## config.mk

```make
export PLATFORM = sky130hd
export DESIGN_NAME = segment_scan_nd
export DESIGN_NICKNAME = d
export VERILOG_FILES = /design/src/rtl/segment_pkg.sv /design/src/rtl/segment_scan_timer.sv /design/src/rtl/segment_scan_nd.sv
export SDC_FILE = /design/constraint.sdc
export NUM_CORES = 1
export LEC_CHECK = 0
export BUFFER_PORTS_ARGS = -buffer_cell sky130_fd_sc_hd__clkbuf_2
export CAP_MARGIN = 20
export CORE_ASPECT_RATIO = 0.6
export CORE_MARGIN = 10
export CORE_UTILIZATION = 28
export DETAILED_ROUTE_END_ITERATION = 8
export PLACE_DENSITY = 0.43
export SYNTH_ARGS = -nofsm -noshare
export SYNTH_HDL_FRONTEND = slang
export SYNTH_HIERARCHICAL = 1
export SYNTH_SLANG_ARGS = --single-unit
```

## constraint.sdc

```tcl
create_clock -name sys_clk -period 5.1 [get_ports sys_clk]
set_input_delay 1.02 -clock sys_clk [delete_from_list [all_inputs] [get_ports sys_clk]]
set_output_delay 1.02 -clock sys_clk [all_outputs]
set_load 0.03 [all_outputs]
```

## src/rtl/segment_pkg.sv

```systemverilog
// Shared constants and glyph lookup for the segment scanner family.
// Pure definitions: no latency, no flow control.
package segment_pkg;

  localparam int         PWM_PHASES = 16;
  localparam logic [7:0] SEG_BLANK  = 8'hFF;

  // Active-low common-anode patterns, bit7 = dp (off), bits6:0 = g..a
  localparam logic [7:0] SEG_GLYPH [0:15] = '{
    8'hC0, 8'hF9, 8'hA4, 8'hB0, 8'h99, 8'h92, 8'h82, 8'hF8,
    8'h80, 8'h90, 8'h88, 8'h83, 8'hC6, 8'hA1, 8'h86, 8'h8E
  };

  function automatic logic [7:0] hex_to_seg(input logic [3:0] hex);
    return SEG_GLYPH[hex];
  endfunction

endpackage

```

## src/rtl/segment_scan_timer.sv

```systemverilog
// Prescaler, PWM phase and digit counters; strobes are combinational from the registered counts.
// Free-running, no backpressure; a frame is NUM_DIGITS slots of PWM_PHASES ticks.
module segment_scan_timer
  import segment_pkg::*;
#(
  parameter  int NUM_DIGITS = 4,
  parameter  int TICK_DIV   = 2048,
  localparam int DIGIT_W    = (NUM_DIGITS > 1) ? $clog2(NUM_DIGITS) : 1
) (
  input  logic               sys_clk,
  input  logic               reset_n,
  output logic               tick,
  output logic               slot_start,
  output logic               frame_boundary,
  output logic [DIGIT_W-1:0] digit,
  output logic [3:0]         phase
);

  localparam int PRESC_W = $clog2(TICK_DIV);

  logic [PRESC_W-1:0] presc;

  assign tick           = (presc == PRESC_W'(TICK_DIV - 1));
  assign slot_start     = tick && (phase == 4'(PWM_PHASES - 1));
  assign frame_boundary = slot_start && (digit == DIGIT_W'(NUM_DIGITS - 1));

  always_ff @(posedge sys_clk or negedge reset_n) begin
    if (!reset_n) begin
      presc <= '0;
      phase <= '0;
      digit <= '0;
    end else begin
      presc <= tick ? '0 : presc + PRESC_W'(1);
      if (tick)
        phase <= phase + 4'd1;
      if (slot_start)
        digit <= frame_boundary ? '0 : digit + DIGIT_W'(1);
    end
  end

endmodule

```

## src/rtl/segment_scan_nd.sv

```systemverilog
// Multiplexed 7-segment driver: shadowed hex/dp, leading-zero blanking, 16-step PWM, req/ack at frame edges.
// Outputs registered, 1 cycle after the causing tick; upd_req is held by the source until upd_ack.
module segment_scan_nd
  import segment_pkg::*;
#(
  parameter int NUM_DIGITS = 4,
  parameter int TICK_DIV   = 2048
) (
  input  logic                    sys_clk,
  input  logic                    reset_n,
  input  logic [4*NUM_DIGITS-1:0] disp_val,
  input  logic [NUM_DIGITS-1:0]   dp_in,
  input  logic                    lz_blank,
  input  logic [3:0]              brightness,
  input  logic                    upd_req,
  output logic                    upd_ack,
  output logic                    frame_start,
  output logic [NUM_DIGITS-1:0]   seg_sel,
  output logic [7:0]              seg_out
);

  localparam int DIGIT_W = (NUM_DIGITS > 1) ? $clog2(NUM_DIGITS) : 1;

  logic                    tick;
  logic                    slot_start;
  logic                    frame_boundary;
  logic [DIGIT_W-1:0]      digit;
  logic [3:0]              phase;

  logic [4*NUM_DIGITS-1:0] sh_val, val_n;
  logic [NUM_DIGITS-1:0]   sh_dp, dp_n;
  logic [3:0]              bright_q, bright_n;
  logic [3:0]              phase_n;
  logic [DIGIT_W-1:0]      digit_n;
  logic [NUM_DIGITS-1:0]   lz_mask;
  logic                    zero_run;
  logic                    load;
  logic                    show;
  logic [7:0]              glyph;
  logic [NUM_DIGITS-1:0]   sel_n;
  logic [7:0]              out_n;

  segment_scan_timer #(
    .NUM_DIGITS (NUM_DIGITS),
    .TICK_DIV   (TICK_DIV)
  ) u_timer (
    .sys_clk        (sys_clk),
    .reset_n        (reset_n),
    .tick           (tick),
    .slot_start     (slot_start),
    .frame_boundary (frame_boundary),
    .digit          (digit),
    .phase          (phase)
  );

  assign load = frame_boundary && upd_req;

  // Everything below describes the state as it will be after this edge,
  // so the registered pins move exactly one cycle after the tick.
  always_comb begin
    val_n    = load ? disp_val : sh_val;
    dp_n     = load ? dp_in : sh_dp;
    bright_n = slot_start ? brightness : bright_q;
    phase_n  = phase + {3'b000, tick};
    digit_n  = digit;
    if (slot_start)
      digit_n = frame_boundary ? '0 : digit + DIGIT_W'(1);

    zero_run = 1'b1;
    lz_mask  = '0;
    for (int i = NUM_DIGITS - 1; i >= 0; i--) begin
      zero_run   = zero_run && (val_n[4*i +: 4] == 4'h0) && !dp_n[i];
      lz_mask[i] = zero_run && lz_blank && (i != 0);
    end

    glyph    = hex_to_seg(val_n[4*int'(digit_n) +: 4]);
    glyph[7] = glyph[7] & ~dp_n[digit_n];
    show     = (phase_n < bright_n) && !lz_mask[digit_n];
    sel_n    = show ? ~(NUM_DIGITS'(1) << digit_n) : '1;
    out_n    = show ? glyph : SEG_BLANK;
  end

  always_ff @(posedge sys_clk or negedge reset_n) begin
    if (!reset_n) begin
      sh_val      <= '0;
      sh_dp       <= '0;
      bright_q    <= '0;
      seg_sel     <= '1;
      seg_out     <= SEG_BLANK;
      upd_ack     <= 1'b0;
      frame_start <= 1'b0;
    end else begin
      sh_val      <= val_n;
      sh_dp       <= dp_n;
      bright_q    <= bright_n;
      seg_sel     <= sel_n;
      seg_out     <= out_n;
      upd_ack     <= load;
      frame_start <= frame_boundary;
    end
  end

endmodule

```

==> summary.md <==
| Metric | Value |
|---|---|
| Hpwl dp | `between 5 and 6 mm` |
| Worst r2r src | `u_timer/presc[0]` |
| Min-delay src | `bright_q[3]` |
| Inst Count DP | `between 400 and 500` |
| Post-layout nets | `328` |
| Post-CTS sizing | `0` |
| CTS Sinks | `55` |
| # rows | `28` |
| Final period utilization | `88.4%` |
| First-pass GRT wire length | `between 10 and 15 mm` |
| Fin area | `between 3000 and 4000 um2` |
| Unrepaired setup endpoints after global routing | `false` |
| Post-DRT Antenna Nets | `0` |
| Io pins | `42` |
| Die area | `14900 um2` |
| Worst path slowest cell | `a222oi_1` |
| Post-Synthesis Cells | `241` |
| Synthesized Nets | `roughly 280` |
| Relative slew slack | `roughly a third` |
| Filler-free cell count of the finished design | `422` |
| Most used cell along the critical path | `ha_1` |
| FF-to-FF End | `seg_out[4]` |
| Reg2Reg Depth | `14` |
| WP buf/inv | `3` |
| Worst reg-to-reg setup slack | `about 600 ps` |
| Crit path depth | `14` |
| Commonest non-fill, non-tap cells in the layout | `dfrtp_1, clkbuf_2, mux2_2, inv_1, ha_1` |
| Placement Cell Area | `about 3300 um2` |
| Largest net degree at the start of global routing | `56` |
| Drt drc | `0` |
| Yosys Warn Count | `6` |
| Vias in the first global route | `between 2000 and 2500` |
| Final WS setup | `roughly 590 ps` |
| Hold WS | `roughly 500 ps` |
| Hold depth | `2` |
| Die X-Extent | `about 150 um` |
| Final TNS setup | `0 ps` |
| Die height | `slightly below 100 um` |
| Crit end category | `register` |
| Seq/Total Area, Yosys | `48.2%` |
| Outcome | `completed` |
| Hold Path End | `bright_q[3]` |
| Syn_area_per_cell | `approximately 12 um2` |
| Final setup viols | `0` |
| Max-slew violation count | `0` |
| Root Driver | `clkbuf_16` |
| Core ar. | `about 9900 um2` |
| Final Hold Violating Endpoints | `0` |
| Initial antenna violation count | `0` |
| I/O Buffers | `41` |
| Share of cells above drive strength 1 | `35.9%` |
| Layout area overhead | `17.5%` |
| Clock transition at path regs | `70 ps` |
| Wire per inst | `between 15 and 20 um` |
| Top_reg_cell synth | `dfrtp_1` |
| 1st-pass router iterations | `4` |
| Post-synth EDFFs | `0` |
| CTS buffer count | `5` |
| P_leak | `~1.7 nW` |
| Setup crit start kind | `register` |
| Initial core utilization | `just under 30%` |
| Clock Skews | `around 7 ps` |
| Worst Path Max Fanout | `16` |
| Worst path max stage delay | `slightly below 800 ps` |
| Synth cell types | `59` |
| TritonCTS clock tree | `built` |
| Minimum clock period | `4510 ps` |
| Total grt overflow | `0` |
| Worst EP required | `around 5300 ps` |
| Worst slack at placement | `570 ps` |
| Commonest non-fill, non-tap cell in the layout | `dfrtp_1` |
| Vias per cell | `4.73` |
| Max-Cap Viols | `0` |
| Least-Margin Pin Slew | `1000 ps` |
| Worst Path Arrival | `between 4000 and 5000 ps` |
| Crit-path cells | `ha_1 -> nand3_4 -> nor3_4 -> nor3b_1 -> buf_4 -> nand2_2 -> inv_4 -> mux4_2 -> a222oi_1 -> inv_1 -> ha_1 -> and2_1 -> o21ai_1 -> o311ai_1` |
| Filler cells | `1035` |
| # Post-CTS Setup Buffers | `0` |
| #FFs+latches synth | `55` |
| Ys async rst share | `100%` |
| Maximum vdd ir drop | `~0.15 mV` |
| Crit Path Class | `register to register` |
| H-tree levels | `2` |
| Cell Pwr Density | `around 230 nW/um2` |
| Clock buffer depth | `2` |
| Netlist Area Pre-Place | `2890 um2` |
| Peak Freq | `0.222 GHz` |
| Routability cong. | `roughly 0.80` |
| Worst hold path type | `register to register` |
| Total wire length | `6.65 mm` |
| Starting DRC count in detailed routing | `~210` |
| GRT Overall Usage | `under 10%` |
| # diodes | `0` |
| Hold buffers post-CTS | `0` |
| Detailed-route via count | `1994` |
| Delay-heaviest family, CP | `simple AND/OR/NAND/NOR gates` |
| Clk_lat worst skew | `about 290 ps` |
[kinds of logic after synthesis]
group | synth area share, %
buffers and inverters | 3.68
XOR/XNOR | 3.03
AND/OR/NAND/NOR | 13.7
flip-flops | 48.2
adder cells (fa/ha/maj) | 6.07
AO/OA/AOI/OAI | 10.8
multiplexers | 14.5
[where the power goes]
part / total (W) / switching (W) / internal (W)
combinational: 0.0000221 / 0.0000137 / 0.00000833
sequential: 0.000436 / 0 / 0.000436
clock: 0.000336 / 0.000154 / 0.000182
total: 0.000794 / 0.000168 / 0.000626
[stage by stage]
| stage | utilization (%) | total power (W) |
|---|---|---|
| CTS | 34.1 | 0.000810 |
| finish | 34.1 | 0.000794 |
| global placement | 32.7 | 0.000468 |
| detailed placement | 32.7 | 0.000467 |
| global route | 34.1 | 0.000836 |
| floorplan | - | 0.000445 |
[how the worst max path moves through the flow]
stage / from / end / slack (ps)
after floorplan: u_timer/presc[0] / seg_out[4] / 1080
after global placement: u_timer/presc[0] / seg_out[4] / 840
final: u_timer/presc[0] / seg_out[4] / 590
after detailed placement: u_timer/presc[0] / seg_out[4] / 570
after CTS: u_timer/presc[0] / seg_out[4] / 560
after global routing: u_timer/presc[0] / seg_out[4] / 190
[metal layers]
metal | track usage, % | up-vias | wire [um]
li1 | - | 986 | -
met1 | 14.3 | 958 | 3790
met2 | 11.2 | 45 | 2390
met3 | 3.20 | 5 | 411
met4 | 1.99 | 0 | 49
met5 | 0 | - | 0
[cell usage after synthesis, drive strengths merged, types with 2 or more instances]
cell type,instances,share of area (%)
dfrtp,43,37
mux2,24,9.4
inv,15,2.0
ha,14,6.1
dfstp,12,11
o21ai,12,2.1
nand2,9,1.3
nand3,9,2.0
nor2,9,1.2
mux2i,8,2.8
buf,7,1.5
xor2,7,2.1
a21oi,5,0.87
nor4,5,1.6
a222oi,4,1.4
nand2b,4,0.87
o221ai,4,1.4
a21o,3,0.78
mux4,3,2.3
nand4,3,0.87
nor3,3,0.91
nor3b,3,0.78
or4,3,0.78
xnor2,3,0.91
a211oi,2,0.52
and2,2,0.43
nand3b,2,0.52
o311ai,2,0.61
or2,2,0.43
or3,2,0.43
[worst reg2reg max path, stage by stage (launching register included)]
cell	delay, ps
dfrtp_1	410
ha_1	290
nand3_4	190
nor3_4	380
nor3b_1	230
buf_4	190
nand2_2	250
inv_4	210
mux4_2	540
a222oi_1	790
inv_1	200
ha_1	300
and2_1	160
o21ai_1	120
o311ai_1	120
[flip-flops by register name, indices dropped and copies added (netlist names)]
name / cells
u_timer/phase: 4
upd_ack: 1
bright_q: 4
seg_sel: 4
sh_val: 16
u_timer/presc: 11
sh_dp: 4
seg_out: 8
u_timer/digit: 2
frame_start: 1
[cell type report]
type / count / area [um2] / share of cell area (%)
clock inverter: 2 / 12.5 / 0.369
timing repair buffer: 46 / 243 / 7.15
clock buffer: 6 / 129 / 3.80
inverter: 15 / 58.8 / 1.73
sequential: 55 / 1390 / 41.0
tap: 135 / 169 / 4.98
multi-input combinational: 163 / 1390 / 41.0
Power figures use the tool's default switching activity.
